<file path="src/rtl/xor_arb_pkg.sv">
// xor_arb_pkg: shared state encoding and helpers for the XOR engine arbiter
package xor_arb_pkg;
  typedef enum logic [1:0] {IDLE = 2'd0, RUN = 2'd1, DONE = 2'd2} state_t;
  localparam int FLAT_W = 256;
  localparam int OP_W = 32;
  function automatic int idw(input int n);
    return n > 1 ? $clog2(n) : 1;
  endfunction
  function automatic logic [OP_W-1:0] op_slice(input logic [FLAT_W-1:0] flat, input int idx, input int w);
    logic [FLAT_W-1:0] s;
    s = flat >> (idx * w);
    return s[OP_W-1:0] & ((OP_W'(1) << w) - OP_W'(1));
  endfunction
endpackage

</file>
<file path="src/rtl/rr_arbiter.sv">
// rr_arbiter: combinational round-robin pick of the first request at or after ptr
module rr_arbiter import xor_arb_pkg::*; #(
  parameter int NREQ = 2,
  localparam int IDW = idw(NREQ)
) (
  input  logic [NREQ-1:0] req,
  input  logic [IDW-1:0]  ptr,
  output logic [NREQ-1:0] gnt,
  output logic [IDW-1:0]  idx,
  output logic            any
);
  // scan from the far end so the nearest request after ptr wins last
  always_comb begin
    idx = '0;
    any = 1'b0;
    for (int i = NREQ - 1; i >= 0; i--) begin
      if (req[(int'(ptr) + i) % NREQ]) begin
        idx = IDW'((int'(ptr) + i) % NREQ);
        any = 1'b1;
      end
    end
    gnt = any ? NREQ'(1) << idx : '0;
  end
endmodule

</file>
<file path="src/rtl/xor_engine_arbiter.sv">
// xor_engine_arbiter: round-robin shared bit-serial XOR/parity engine
module xor_engine_arbiter import xor_arb_pkg::*; #(
  parameter int NREQ = 2,
  parameter int DATA_W = 8,
  localparam int IDW = idw(NREQ)
) (
  input  logic                   clk,
  input  logic                   rst_n,
  input  logic [NREQ-1:0]        req,
  input  logic [NREQ*DATA_W-1:0] a_flat,
  input  logic [NREQ*DATA_W-1:0] b_flat,
  output logic [NREQ-1:0]        gnt,
  output logic                   busy,
  output logic                   done,
  output logic [IDW-1:0]         done_id,
  output logic [DATA_W-1:0]      result,
  output logic                   parity
);
  localparam int CW = $clog2(DATA_W + 1);
  state_t state;
  logic [IDW-1:0] ptr, sel, arb_idx, nxt;
  logic [NREQ-1:0] arb_gnt;
  logic arb_any, bx, par;
  logic [DATA_W-1:0] a_sh, b_sh, acc;
  logic [CW-1:0] cnt;
  rr_arbiter #(.NREQ(NREQ)) u_arb (
    .req(req),
    .ptr(ptr),
    .gnt(arb_gnt),
    .idx(arb_idx),
    .any(arb_any)
  );
  assign bx = a_sh[0] ^ b_sh[0];
  assign nxt = (int'(sel) == NREQ - 1) ? '0 : sel + 1'b1;
  // job FSM: arbitrate in IDLE, shift one bit per RUN cycle, publish in DONE
  always_ff @(posedge clk or negedge rst_n) begin
    if (!rst_n) begin
      state <= IDLE;
      ptr <= '0;
      sel <= '0;
      gnt <= '0;
      busy <= 1'b0;
      done <= 1'b0;
      done_id <= '0;
      result <= '0;
      parity <= 1'b0;
      a_sh <= '0;
      b_sh <= '0;
      acc <= '0;
      par <= 1'b0;
      cnt <= '0;
    end else begin
      done <= 1'b0;
      case (state)
        IDLE: if (arb_any) begin
          sel <= arb_idx;
          gnt <= arb_gnt;
          busy <= 1'b1;
          a_sh <= DATA_W'(op_slice(FLAT_W'(a_flat), int'(arb_idx), DATA_W));
          b_sh <= DATA_W'(op_slice(FLAT_W'(b_flat), int'(arb_idx), DATA_W));
          acc <= '0;
          par <= 1'b0;
          cnt <= '0;
          state <= RUN;
        end
        RUN: if (!req[sel]) begin
          gnt <= '0;
          busy <= 1'b0;
          ptr <= nxt;
          state <= IDLE;
        end else begin
          acc <= {bx, acc[DATA_W-1:1]};
          par <= par ^ bx;
          a_sh <= a_sh >> 1;
          b_sh <= b_sh >> 1;
          cnt <= cnt + 1'b1;
          if (cnt == CW'(DATA_W - 1)) state <= DONE;
        end
        DONE: begin
          done <= 1'b1;
          result <= acc;
          parity <= par;
          done_id <= sel;
          gnt <= '0;
          busy <= 1'b0;
          ptr <= nxt;
          state <= IDLE;
        end
        default: state <= IDLE;
      endcase
    end
  end
endmodule

</file>
<file path="config.mk">
export PLATFORM = sky130hd
export DESIGN_NAME = xor_engine_arbiter
export DESIGN_NICKNAME = d
export VERILOG_FILES = /design/src/rtl/xor_arb_pkg.sv /design/src/rtl/rr_arbiter.sv /design/src/rtl/xor_engine_arbiter.sv
export SDC_FILE = /design/constraint.sdc
export NUM_CORES = 1
export LEC_CHECK = 0
export ABC_AREA = 1
export CORE_ASPECT_RATIO = 0.6
export CORE_UTILIZATION = 38
export DETAILED_ROUTE_END_ITERATION = 8
export DONT_BUFFER_PORTS = 1
export PLACE_DENSITY_LB_ADDON = 0.3
export SYNTH_ARGS = -nofsm -noshare
export SYNTH_HDL_FRONTEND = slang
export SYNTH_HIERARCHICAL = 1
export SYNTH_SLANG_ARGS = --single-unit
</file>
<file path="constraint.sdc">
create_clock -name clk -period 1.38 [get_ports clk]
set_input_delay 0.138 -clock clk [delete_from_list [all_inputs] [get_ports clk]]
set_output_delay 0.138 -clock clk [all_outputs]
set_load 0.05 [all_outputs]
</file>
* After elaboration in Yosys (flattened, before gate mapping)
Index checks and enable logic that the tools add are counted.
** Word-level totals
- Register bits after elaboration :: 47
- Input bits :: 36
- Word-level logic and storage cells :: 82
** Cells by class
- $add $sub $neg :: 3
- Order comparisons :: 3
- Eq/ne operators :: 7
- Shift operators :: 3
- Muxes and demuxes :: 40
- Bitwise operators :: 3
- Reduce and logical (&&, ||, !) cells :: 9
** Operators with widths (number)
- $mux 8 :: 6
- $pmux 8 s2 :: 3
- $shr 16x4->8 :: 2
- $mux 1 :: 18
- $mux 2 :: 5
- $mux 4 :: 2
- $pmux 4 s2 :: 1
- $ne 2x2->1 const B :: 3
- $pmux 2 s3 :: 1
- $reduce_and 2->1 :: 3
- $reduce_and 3->1 :: 2
- $add 4x1->4 const B :: 1
- $eq 4x3->1 const B :: 1
- $lt 1x2->1 const B :: 2
- $pmux 1 s2 :: 2
- $pmux 2 s2 :: 1
- $reduce_bool 2->1 :: 2
- $lt 2x3->1 const B :: 1
- $ne 3x3->1 const B :: 1
- $pmux 1 s3 :: 1
- $reduce_bool 3->1 :: 1
- $add 1x1->1 const B :: 2
- $eq 2x1->1 const B :: 1
- $eq 2x2->1 const B :: 1
- other kinds (4) :: 5

* Depth between registers and ports, before layout
Gate-level depths: netlist of run 1.
- Depth in word-level cells :: 10
- Mapped depth :: 11
- Depth with buffers taken out :: 8

* Modules after synthesis
The synthesis of run 1 kept the hierarchy.
** By module, submodules not included
- xor_engine_arbiter :: times used 1, cells an instance 341, area an instance 2551.2 um^2
- rr_arbiter :: times used 1, cells an instance 7, area an instance 30.0 um^2

* Least setup slack after synthesis of run 1
No wires, ideal clock.
- Kind :: reg-to-reg
- Start point :: register state[1]
- End point :: register b_sh[0]
- Setup time :: 0.117 ns
- Data arrival time :: 1.403 ns
- Required time :: 1.263 ns
- Slack :: -0.140 ns
- Cell stages (with the launch flop) :: 12
- Clock period less this slack :: 1.520 ns
- Cells stage by stage :: dfrtp_1 -> inv_1 -> ha_1 -> buf_4 -> inv_4 -> nand2_2 -> nand2_4 -> nand2_2 -> buf_6 -> buf_6 -> nand2_1 -> nand2_1
** On the way
- Cells in the longest elaborated chain, start to end :: 3
** Ends and longest elaborated chain
- start, declared :: RTL line xor_engine_arbiter.sv:20 : state_t state;
- start signal, assigned :: RTL line xor_engine_arbiter.sv:38 : state <= IDLE;
- start signal, assigned :: RTL line xor_engine_arbiter.sv:64 : state <= RUN;
- start signal, assigned :: RTL line xor_engine_arbiter.sv:70 : state <= IDLE;
- $eq 2x1->1 or $logic_not 2->1 (tied branches) :: RTL line xor_engine_arbiter.sv:54 : case (state)
- $ne 2x2->1 (no line) or $reduce_bool 2->1 (tied branches)
- $reduce_and 3->1 (no line)
- end signal, assigned :: RTL line xor_engine_arbiter.sv:60 : b_sh <= DATA_W'(op_slice(FLAT_W'(b_flat), int'(arb_idx), DATA_W));
- end signal, assigned :: RTL line xor_engine_arbiter.sv:75 : b_sh <= b_sh >> 1;
- end, declared :: RTL line xor_engine_arbiter.sv:24 : logic [DATA_W-1:0] a_sh, b_sh, acc;
Several ways; a longest one is shown, not always the timed one.
A chain may end at the register's enable or synchronous reset.

* Final worst setup path of run 1
- Start point :: register state[0]
- End point :: register a_sh[5]
** On the way
- Cells in the longest elaborated chain, start to end :: 3
** Ends and longest elaborated chain
- $eq 2x1->1 or $logic_not 2->1 (tied branches) :: RTL line xor_engine_arbiter.sv:54
- $ne 2x2->1 (no line) or $reduce_bool 2->1 (tied branches)
- $reduce_and 3->1 (no line)
- end signal, assigned :: RTL line xor_engine_arbiter.sv:59 : a_sh <= DATA_W'(op_slice(FLAT_W'(a_flat), int'(arb_idx), DATA_W));
- end signal, assigned :: RTL line xor_engine_arbiter.sv:74 : a_sh <= a_sh >> 1;
- end, declared :: RTL line xor_engine_arbiter.sv:24
Several ways; a longest one is shown, not always the timed one.

==> results of run 1 <==
-- per-stage QoR --
step                      total power (W)  setup WS, ns  cells  cell area [um2]  utilization, %
after global routing              0.00745        -0.125    466             3350            52.9
final                             0.00691       -0.0506    466             3350            52.9
after detailed placement          0.00490        -0.103    443             2870            45.4
after CTS                         0.00620       -0.0317    455             3090            48.8
after floorplan                   0.00406        -0.100    348             2590               -
after global placement            0.00485       -0.0719    443             2870            45.4
-- registers in the layout (all words and copies together) (netlist names) --
name / count
state: 2
a_sh: 8
acc: 8
ptr: 1
done_id: 1
b_sh: 8
cnt: 4
gnt: 2
sel: 1
parity: 1
busy: 1
result: 8
par: 1
done: 1
-- synthesized netlist by cell type, drive strengths merged --
master | count | area share, %
nand2 | 151 | 23
dfrtp | 47 | 46
inv | 44 | 6.5
nand3 | 37 | 7.7
nor2 | 14 | 2.0
buf | 12 | 3.0
mux2 | 9 | 3.9
nand3b | 9 | 2.6
o21ai | 8 | 1.6
a21oi | 6 | 1.2
ha | 5 | 2.4
clkbuf | 4 | 0.58
clkinv | 1 | 0.15
o21bai | 1 | 0.29
-- power groups by stage --
stage	logic, W	registers [W]	clock network [W]
2_1_floorplan	0.00188	0.00219	0
4_1_cts	0.00278	0.00223	0.00120
6_report	0.00348	0.00225	0.00118
3_3_place_gp	0.00261	0.00223	0
5_1_grt	0.00385	0.00232	0.00127
3_5_place_dp	0.00266	0.00224	0
-- metal layers --
metal	vias to the layer above	GRT usage [%]	part of all wire [%]
met5	-	0	0
met4	0	5.57	0.88
met3	5	4.83	4.1
met2	45	26.2	43
met1	1052	25.1	52
li1	1133	-	-
-- what timing repair did --
action | CTS | global route
hold buffers | 2 | 0
pin swaps | 1 | 4
resized for setup | 9 | 29
cloned | 0 | 4
hold endpoints to repair | 47 | 0
setup endpoints to repair | 42 | 43
setup buffers | 2 | 7
-- worst paths after layout --
kind	end	startpoint
setup / recovery	a_sh[5]$_DFFE_PN0P_	state[0]$_DFFE_PN0P_
hold / removal	gnt[0]$_DFFE_PN0P_	req[1]
setup reg to reg	a_sh[5]$_DFFE_PN0P_	state[0]$_DFFE_PN0P_
hold reg to reg	b_sh[2]$_DFFE_PN0P_	b_sh[2]$_DFFE_PN0P_
max in group asynchronous	state[0]$_DFFE_PN0P_	rst_n
min in group asynchronous	a_sh[4]$_DFFE_PN0P_	rst_n
-- tightest hold or removal path: stages --
cell,delay (ns)
a21oi_1,0.04
nand2_1,0.05
o21ai_0,0.07
-- layout make-up --
cell class	count	area share, %
clock buffers	7	3.96
clock inverters	1	0.149
inverters	45	5.41
multi-input cells	240	37.8
flip-flops and latches	47	35.1
well taps	84	3.14
repair buffers	42	14.5
-- cell families after synthesis --
family,after synthesis
adders and majority gates,5
DFF,47
and+or+nand+nor,211
buffers and inverters,61
AOI/OAI and AO/OA,15
muxes,9
==> impl_results.md, run 1 <==
* CTS root buf: clkbuf_16
* Layout cells sized above 1 at 22.5%
* Largest net degree at the start of global routing at 48
* CP Buf/Inv Count at 4
* Crit-path max FO at 8
* TritonCTS Buffers at 5
* Ant diodes at 0
* Largest stage delay, worst path at 0.44 ns
* Total stage count of the critical path at 9
* Commonest non-fill, non-tap cell in the layout: nand2_1
* Setup TNS at -0.891 ns
* Most frequent cells in the layout: nand2_1 (140), dfrtp_1 (46), inv_1 (38), nand3_1 (33), buf_4 (26)
* TritonCTS Sinks at 47
* Psw at 0.00286 W
* Initial antenna violation count at 0
* F_max at 699 MHz
* Min cycle time layout at 1.43 ns
* Hold path depth at 3
* CP max-delay cell: dfrtp_2
* Final worst-path cycle share at 104%
* Worst-Skew Late Latency at 0.29 ns
* Area grow syn2layout at 29.8%
* Worst path required time at 1.61 ns
* Slew headroom at 68.4%
* Slew @ Worst Pin at 0.474 ns
* Post-Syn Nets at 389
* Library cells used by synthesis at 21
* Worst Skew at 0.00398 ns
* Max Slew Vio Count at 0
* Setup-failing EPs final at 33
* P_int at 0.00405 W
* Core footprint at 6330 um2
* Net Sw Frac at 41.4%
* Tot GR Track Use at 17.7%
* Top-Level Pins at 50
* Maxcap violations at 0
* GPL Wtd Cong at 0.752
* First-pass GRT wire length at 9630 um
* Yosys warns at 6
* Critical path type: register to register
* Die width at 108 um
* Register bit total from synthesis at 47
* Vias in the first global route at 2027
* Violation count after the first detailed-route iteration at 121
* Critical Path, Cell by Cell: inv_2 > ha_4 > inv_2 > nor2_4 > clkinv_4 > nand2_8 > buf_6 > nand2_1 > nand2_1
* Clock tree buffer depth at 2
* Crit path max-delay family: flip-flops
* Die area at 7140 um2
* Post-synthesis compound-gate area fraction at 3.01%
* Max VDD drop at 839 uV
* Final setup margin at -0.0506 ns
* First-pass DRT Iterations at 4
* CP endpoint kind: register
* Unrepaired setup endpoints after global routing: yes
* Register-to-Register Path Depth at 9
* Pleak at 1.84 nW
* Die H at 65.8 um
* Worst-path clk slew at 0.06 ns
* Fillers at 607
* Reg area at 1180 um2
* Initial core utilization at 40.8%
* Sequential Power Share at 32.5%
* Multi-input logic area at 1260 um2
* Post-Syn Area at 2580 um2
* Routed WL at 6100 um
* DRC viols at 0
* Main combinational cell family by area after synthesis: simple AND/OR/NAND/NOR gates
* Cells after synthesis at 348
* Startpoint types: register
* Worst Hold Margin at 0.0557 ns
* Nets at 422
* Post-Synth Adder-Cell Area at 2.42%
* Final Hold Viols at 0
* Synth Area in XOR/XNOR at 0%
* Final ANT Viol Nets at 0
* Dpl hpwl at 3840 um
* Run status: finished with violations
* Mux cell area share after synthesis at 3.93%
* Num rows at 22
* CTS H-tree depth at 2
* Tightest Hold Check Type: input port to register
* Via/cell ratio at 4.80
* Post-synthesis sequential area ratio at 45.6%
* Syn Area/Cell at 7.42 um2
* IO buf count at 0
* TritonCTS clock tree: done
* Worst path arrival time at 1.66 ns
* Power share of the clock group at 17.1%
* Simple logic cell fraction of the synthesized area at 34.9%
* Total grt overflow at 0
* Via Count at 2235
* Reg2Reg Setup Slack at -0.05 ns
* Failing checks: negative setup slack
* Power share of the combinational group at 50.4%
* PwrDens at 2060 nW/um2
* Wire length per cell at 13.1 um
Note: power is estimated with default switching activity, not from simulation.
==> run 2, diff against run 1 <==
PLACE_DENSITY_LB_ADDON = 0.1   (was 0.3)
==> run 2 against run 1 <==
  * Sequential power up 2%
  * Sequential cell count unchanged
  * Fmax shrank 1.6%
  * Highest routed layer unchanged
  * Count of clock-buffer cells in the layout is 1 higher
  * Global-route usage is 1.6 points higher
  * Wire length rose by 4.6%
  * Design area increased by 6.5%
  * The flow still finishes with violations (negative setup slack)
  * Critical path depth stayed put
==> impl_results.md, run 2 (synthesis results as in run 1) <==
* Net Sw Frac at 41.6% (was 41.4%)
* Die width at 108 um (unchanged)
* Dpl hpwl at 3930 um (was 3840 um)
* Area grow syn2layout at 38.2% (was 29.8%)
* Num rows at 22 (unchanged)
* Final setup margin at -0.0745 ns (was -0.0506 ns)
* CTS H-tree depth at 2 (unchanged)
* Worst path arrival time at 1.63 ns (was 1.66 ns)
* Worst path required time at 1.56 ns (was 1.61 ns)
* Via/cell ratio at 4.87 (was 4.80)
* Worst Hold Margin at 0.0403 ns (was 0.0557 ns)
* Placed insts at 444 (was 443)
* Max VDD drop at 1000 uV (was 839 uV)
* Max Slew Vio Count at 0 (unchanged)
* Run status: finished with violations (unchanged)
* Most frequent cells in the layout: nand2_1 (120), dfrtp_1 (46), inv_1 (38), buf_4 (23), nand2_2 (22) (was nand2_1 (140), dfrtp_1 (46), inv_1 (38), nand3_1 (33), buf_4 (26))
* Via Count at 2272 (was 2235)
* Startpoint types: register (unchanged)
* GPL Wtd Cong at 0.756 (was 0.752)
* Final worst-path cycle share at 105% (was 104%)
* Clock tree buffer depth at 2 (unchanged)
* Die area at 7140 um2 (unchanged)
* Min cycle time layout at 1.45 ns (was 1.43 ns)
* Pleak at 1.95 nW (was 1.84 nW)
* Final non-filler cell total at 467 (was 466)
* Ant diodes at 0 (unchanged)
* Initial antenna violation count at 0 (unchanged)
* Initial core utilization at 40.8% (unchanged)
* Routed wl met3 at 249 um (was 251 um)
* Worst-Skew Late Latency at 0.29 ns (about the same)
* Final Hold Viols at 0 (unchanged)
* Wire length per cell at 13.7 um (was 13.1 um)
* Total grt overflow at 0 (unchanged)
* TritonCTS Buffers at 5 (unchanged)
* First-pass DRT Iterations at 4 (unchanged)
* Finished Cell Area at 3570 um2 (was 3350 um2)
* Failing checks: negative setup slack (unchanged)
* Tot GR Track Use at 19.3% (was 17.7%)
* Final ANT Viol Nets at 0 (unchanged)
* Maxcap violations at 0 (unchanged)
* Die H at 65.8 um (unchanged)
* Crit-path max FO at 5 (was 8)
* Routed WL at 6380 um (was 6100 um)
* CTS root buf: clkbuf_16 (unchanged)
* Worst-path clk slew at 0.06 ns (about the same)
* Psw at 0.00313 W (was 0.00286 W)
* Top-Level Pins at 50 (unchanged)
* Core footprint at 6330 um2 (unchanged)
* Vias in the first global route at 2223 (was 2027)
* DRC viols at 0 (unchanged)
* Slew @ Worst Pin at 0.505 ns (was 0.474 ns)
* Slew headroom at 66.4% (was 68.4%)
* IO buf count at 0 (unchanged)
* DP Area at 2870 um2 (about the same)
* P_int at 0.00438 W (was 0.00405 W)
* F_max at 688 MHz (was 699 MHz)
* CP endpoint kind: register (unchanged)
* Fillers at 618 (was 607)
* PwrDens at 2100 nW/um2 (was 2060 nW/um2)
* Tightest Hold Check Type: input port to register (unchanged)
* Nets at 423 (was 422)
* Critical path type: register to register (unchanged)
* Commonest non-fill, non-tap cell in the layout: nand2_1 (unchanged)
* Violation count after the first detailed-route iteration at 82 (was 121)
* Power share of the combinational group at 52.3% (was 50.4%)
* Sequential Power Share at 30.6% (was 32.5%)
* Final Total Pwr at 0.00751 W (was 0.00691 W)
* Power share of the clock group at 17.1% (about the same)
* Setup-failing EPs final at 32 (was 33)
* M1 wire length at 3360 um (was 3170 um)
* Worst Skew at 0.00699 ns (was 0.00398 ns)
* First-pass GRT wire length at 10500 um (was 9630 um)
* Unrepaired setup endpoints after global routing: yes (unchanged)
* Layout cells sized above 1 at 31.1% (was 22.5%)
* DR WL met2 at 2710 um (was 2630 um)
* TritonCTS Sinks at 47 (unchanged)
* TritonCTS clock tree: done (unchanged)
* Final core utilization at 56.4% (was 52.9%)
* Largest net degree at the start of global routing at 48 (unchanged)
* Highest routing layer actually used: met4 (unchanged)
[run 2: through the flow]
stage / setup WS [ns] / TNS, ns
after floorplan: -0.100 / -1.24
after global placement: -0.119 / -3.34
after detailed placement: -0.175 / -5.25
after CTS: -0.0426 / -0.721
after global routing: -0.137 / -3.79
final: -0.0745 / -1.45
[run 2: worst paths after layout]
path,startpoint,to,slack (ns),cells past startpoint
max in group asynchronous,rst_n,result[5]$_DFFE_PN0P_,0.78,2
max reg2reg,state[0]$_DFFE_PN0P_,b_sh[4]$_DFFE_PN0P_,-0.07,9
min in group asynchronous,rst_n,a_sh[4]$_DFFE_PN0P_,0.36,2
min,req[1],gnt[0]$_DFFE_PN0P_,0.04,3
min reg2reg,a_sh[6]$_DFFE_PN0P_,a_sh[6]$_DFFE_PN0P_,0.47,2
max,state[0]$_DFFE_PN0P_,b_sh[4]$_DFFE_PN0P_,-0.07,9
[run 2: critical path, cell delays in order, from the launching register on]
cell     delay, ns
dfrtp_2       0.44
inv_2         0.10
ha_4          0.15
buf_4         0.12
nand2_4       0.05
nand2_4       0.11
nand2_8       0.10
buf_12        0.16
nand2_4       0.05
nand2_2       0.05
[run 2: timing repair]
action	in CTS	in global routing
cloned	3	1
pin swaps	28	7
resized for setup	63	33
hold endpoints to repair	47	0
setup endpoints to repair	42	44
hold buffers	2	0
setup buffers	10	2
[run 2: cell type report]
cell class                 instances  area (um2)  area share, %
multi-input combinational        240        1430           40.1
sequential                        47        1180           33.0
timing repair buffer              43         519           14.6
inverter                          45         179           5.01
clock buffer                       8         156           4.38
tap                               84         105           2.95
[run 2: metal layers]
layer,vias to the layer above,GRT usage [%]
met5,-,0
met4,0,5.07
met3,10,4.83
met2,42,29.8
met1,1082,27.1
li1,1138,-
[run 2: power by group through the flow]
| stage | registers (W) | logic (W) | clock network [W] |
|---|---|---|---|
| floorplan | 0.00219 | 0.00188 | 0 |
| global placement | 0.00224 | 0.00262 | 0 |
| detailed placement | 0.00224 | 0.00267 | 0 |
| CTS | 0.00225 | 0.00372 | 0.00131 |
| global route | 0.00235 | 0.00435 | 0.00137 |
| finish | 0.00230 | 0.00393 | 0.00128 |
==> run 3, diff against run 2 <==
CTS_CLUSTER_DIAMETER = 200   (was default)
clock period = 1.6 ns   (was 1.38 ns; I/O delays follow)
==> run 3 against run 2 <==
  * Via count is 7.0% lower
  * Non-clock buffer count is 21 lower
  * Worst setup slack better by 0.19 ns
  * Critical endpoint is now b_sh[3]$_DFFE_PN0P_
  * Sequential power is 17% lower
  * Count of clock-buffer cells in the layout is 2 lower
  * Highest routed layer unchanged
  * Largest power group unchanged
  * The flow now finishes without violations
  * Combinational power is 40% lower
  * Core utilization is 8.2 points lower
  * Global-route usage is 1.2 points lower
  * Register-to-register slack better by 0.19 ns
  * Cell count is 4.5% lower
  * Fmax is 1.8% lower
  * Critical path depth is 1 lower
==> impl_results.md, run 3 (synthesis results as in run 1) <==
* TritonCTS Sinks at 47 (unchanged)
* Via/cell ratio at 4.74 (was 4.87)
* Setup-failing EPs final at 0 (was 32)
* Startpoint types: register (unchanged)
* Core footprint at 6330 um2 (unchanged)
* Initial antenna violation count at 0 (unchanged)
* Slew headroom at 67.9% (was 66.4%)
* Vias in the first global route at 2077 (was 2223)
* CP endpoint kind: register (unchanged)
* Wire length per cell at 12.8 um (was 13.7 um)
* TritonCTS Buffers at 5 (unchanged)
* Num rows at 22 (unchanged)
* Tightest Hold Check Type: input port to register (unchanged)
* Final core utilization at 48.1% (was 56.4%)
* Die H at 65.8 um (unchanged)
* Maxcap violations at 0 (unchanged)
* Max Slew Vio Count at 0 (unchanged)
* Worst path required time at 1.78 ns (was 1.56 ns)
* Global routing usage on met3 at 4.83% (unchanged)
* Unrepaired setup endpoints after global routing: yes (unchanged)
* IO buf count at 0 (unchanged)
* Worst-path clk slew at 0.06 ns (about the same)
* Tot GR Track Use at 18.2% (was 19.3%)
* Critical path type: register to register (unchanged)
* PwrDens at 1810 nW/um2 (was 2100 nW/um2)
* Dpl hpwl at 3790 um (was 3930 um)
* Pleak at 1.72 nW (was 1.95 nW)
* Max VDD drop at 668 uV (was 1000 uV)
* Most frequent cells in the layout: nand2_1 (147), dfrtp_1 (47), inv_1 (41), nand3_1 (35), buf_4 (15) (was nand2_1 (120), dfrtp_1 (46), inv_1 (38), buf_4 (23), nand2_2 (22))
* Slew @ Worst Pin at 0.482 ns (was 0.505 ns)
* First-pass GRT wire length at 9920 um (was 10500 um)
* Worst-Skew Late Latency at 0.29 ns (about the same)
* Initial core utilization at 40.8% (unchanged)
* Top-Level Pins at 50 (unchanged)
* Die area at 7140 um2 (unchanged)
* Min cycle time layout at 1.48 ns (was 1.45 ns)
* Clock tree buffer depth at 2 (unchanged)
* Worst Hold Margin at 0.0826 ns (was 0.0403 ns)
* Met1 usage at 26.4% (was 27.1%)
* Violation count after the first detailed-route iteration at 148 (was 82)
* Commonest non-fill, non-tap cell in the layout: nand2_1 (unchanged)
* Via Count at 2112 (was 2272)
* Final ANT Viol Nets at 0 (unchanged)
* Run status: finished clean (was finished with violations)
* Ant diodes at 0 (unchanged)
* First-pass DRT Iterations at 4 (unchanged)
* Area grow syn2layout at 18.1% (was 38.2%)
* F_max at 675 MHz (was 688 MHz)
* Worst Skew at 0.00420 ns (was 0.00699 ns)
* Die width at 108 um (unchanged)
* Busiest layer in global routing: met1 (was met2)
* Final worst-path cycle share at 92.6% (was 105%)
* Worst path arrival time at 1.66 ns (was 1.63 ns)
* CTS H-tree depth at 2 (unchanged)
* Met2 Track Usage GR at 26.3% (was 29.8%)
* Routed WL at 5700 um (was 6380 um)
* Layout cells sized above 1 at 13.8% (was 31.1%)
* Largest net degree at the start of global routing at 48 (unchanged)
* Setup Fix Bufs, Post-CTS at 0 (was 10)
* Nets at 402 (was 423)
* CTS root buf: clkbuf_16 (unchanged)
* DRC viols at 0 (unchanged)
* Crit-path max FO at 12 (was 5)
* Total grt overflow at 0 (unchanged)
* GPL Wtd Cong at 0.720 (was 0.756)
* TritonCTS clock tree: done (unchanged)
* Final Hold Viols at 0 (unchanged)
## run 3: worst paths after layout
check,startpoint,endpoint,slack [ns],depth (start not counted)
min in group asynchronous,rst_n,ptr$_DFFE_PN0P_,0.41,2
setup reg to reg,state[1]$_DFFE_PN0P_,b_sh[3]$_DFFE_PN0P_,0.12,8
max in group asynchronous,rst_n,b_sh[7]$_DFFE_PN0P_,0.97,2
hold reg to reg,a_sh[4]$_DFFE_PN0P_,a_sh[4]$_DFFE_PN0P_,0.47,2
setup / recovery,state[1]$_DFFE_PN0P_,b_sh[3]$_DFFE_PN0P_,0.12,8
hold / removal,req[1],gnt[0]$_DFFE_PN0P_,0.08,3
## run 3: worst max-delay path, cell delays in order (launching register included)
cell	delay, ns
dfrtp_1	0.41
inv_1	0.09
ha_2	0.25
nand3_4	0.14
nand2_4	0.11
nand2_4	0.08
clkbuf_16	0.17
nand2_1	0.06
nand2_1	0.05
## run 3: report_power, final
part | internal, W | switching [W] | leakage (nW)
Clock | 0.000777 | 0.000453 | 0.0868
Combinational | 0.000936 | 0.00141 | 1.02
Sequential | 0.00154 | 0.000380 | 0.620
Total | 0.00326 | 0.00224 | 1.72
## run 3: timing repair
action                                  CTS  global route
hold buffers                              2             0
endpoints found under the hold margin    47             0
resized for setup                         0             7
endpoints found under the setup margin    0            32
## run 3: metrics by stage
step	power [W]	setup WS [ns]	setup TNS, ns	cells	cell area, um2
2_1_floorplan	0.00349	0.0804	0	348	2580
3_3_place_gp	0.00410	0.0980	0	435	2790
3_5_place_dp	0.00413	0.0529	0	435	2790
4_1_cts	0.00543	0.0306	0	445	3000
5_1_grt	0.00597	-0.000252	-0.000252	446	3050
6_report	0.00550	0.118	0	446	3050
## run 3: per-layer routing
| layer | up-vias | part of all wire (%) |
|---|---|---|
| li1 | 1090 | - |
| met1 | 975 | 55 |
| met2 | 39 | 40 |
| met3 | 8 | 3.7 |
| met4 | 0 | 1.1 |
| met5 | - | 0 |
## run 3: layout make-up
class / count / area [um2]
timing repair buffer: 22 / 255
multi-input combinational: 240 / 1160
clock buffer: 6 / 139
clock inverter: 2 / 35.0
inverter: 45 / 174
sequential: 47 / 1180
fill: 656 / 3280
tap: 84 / 105
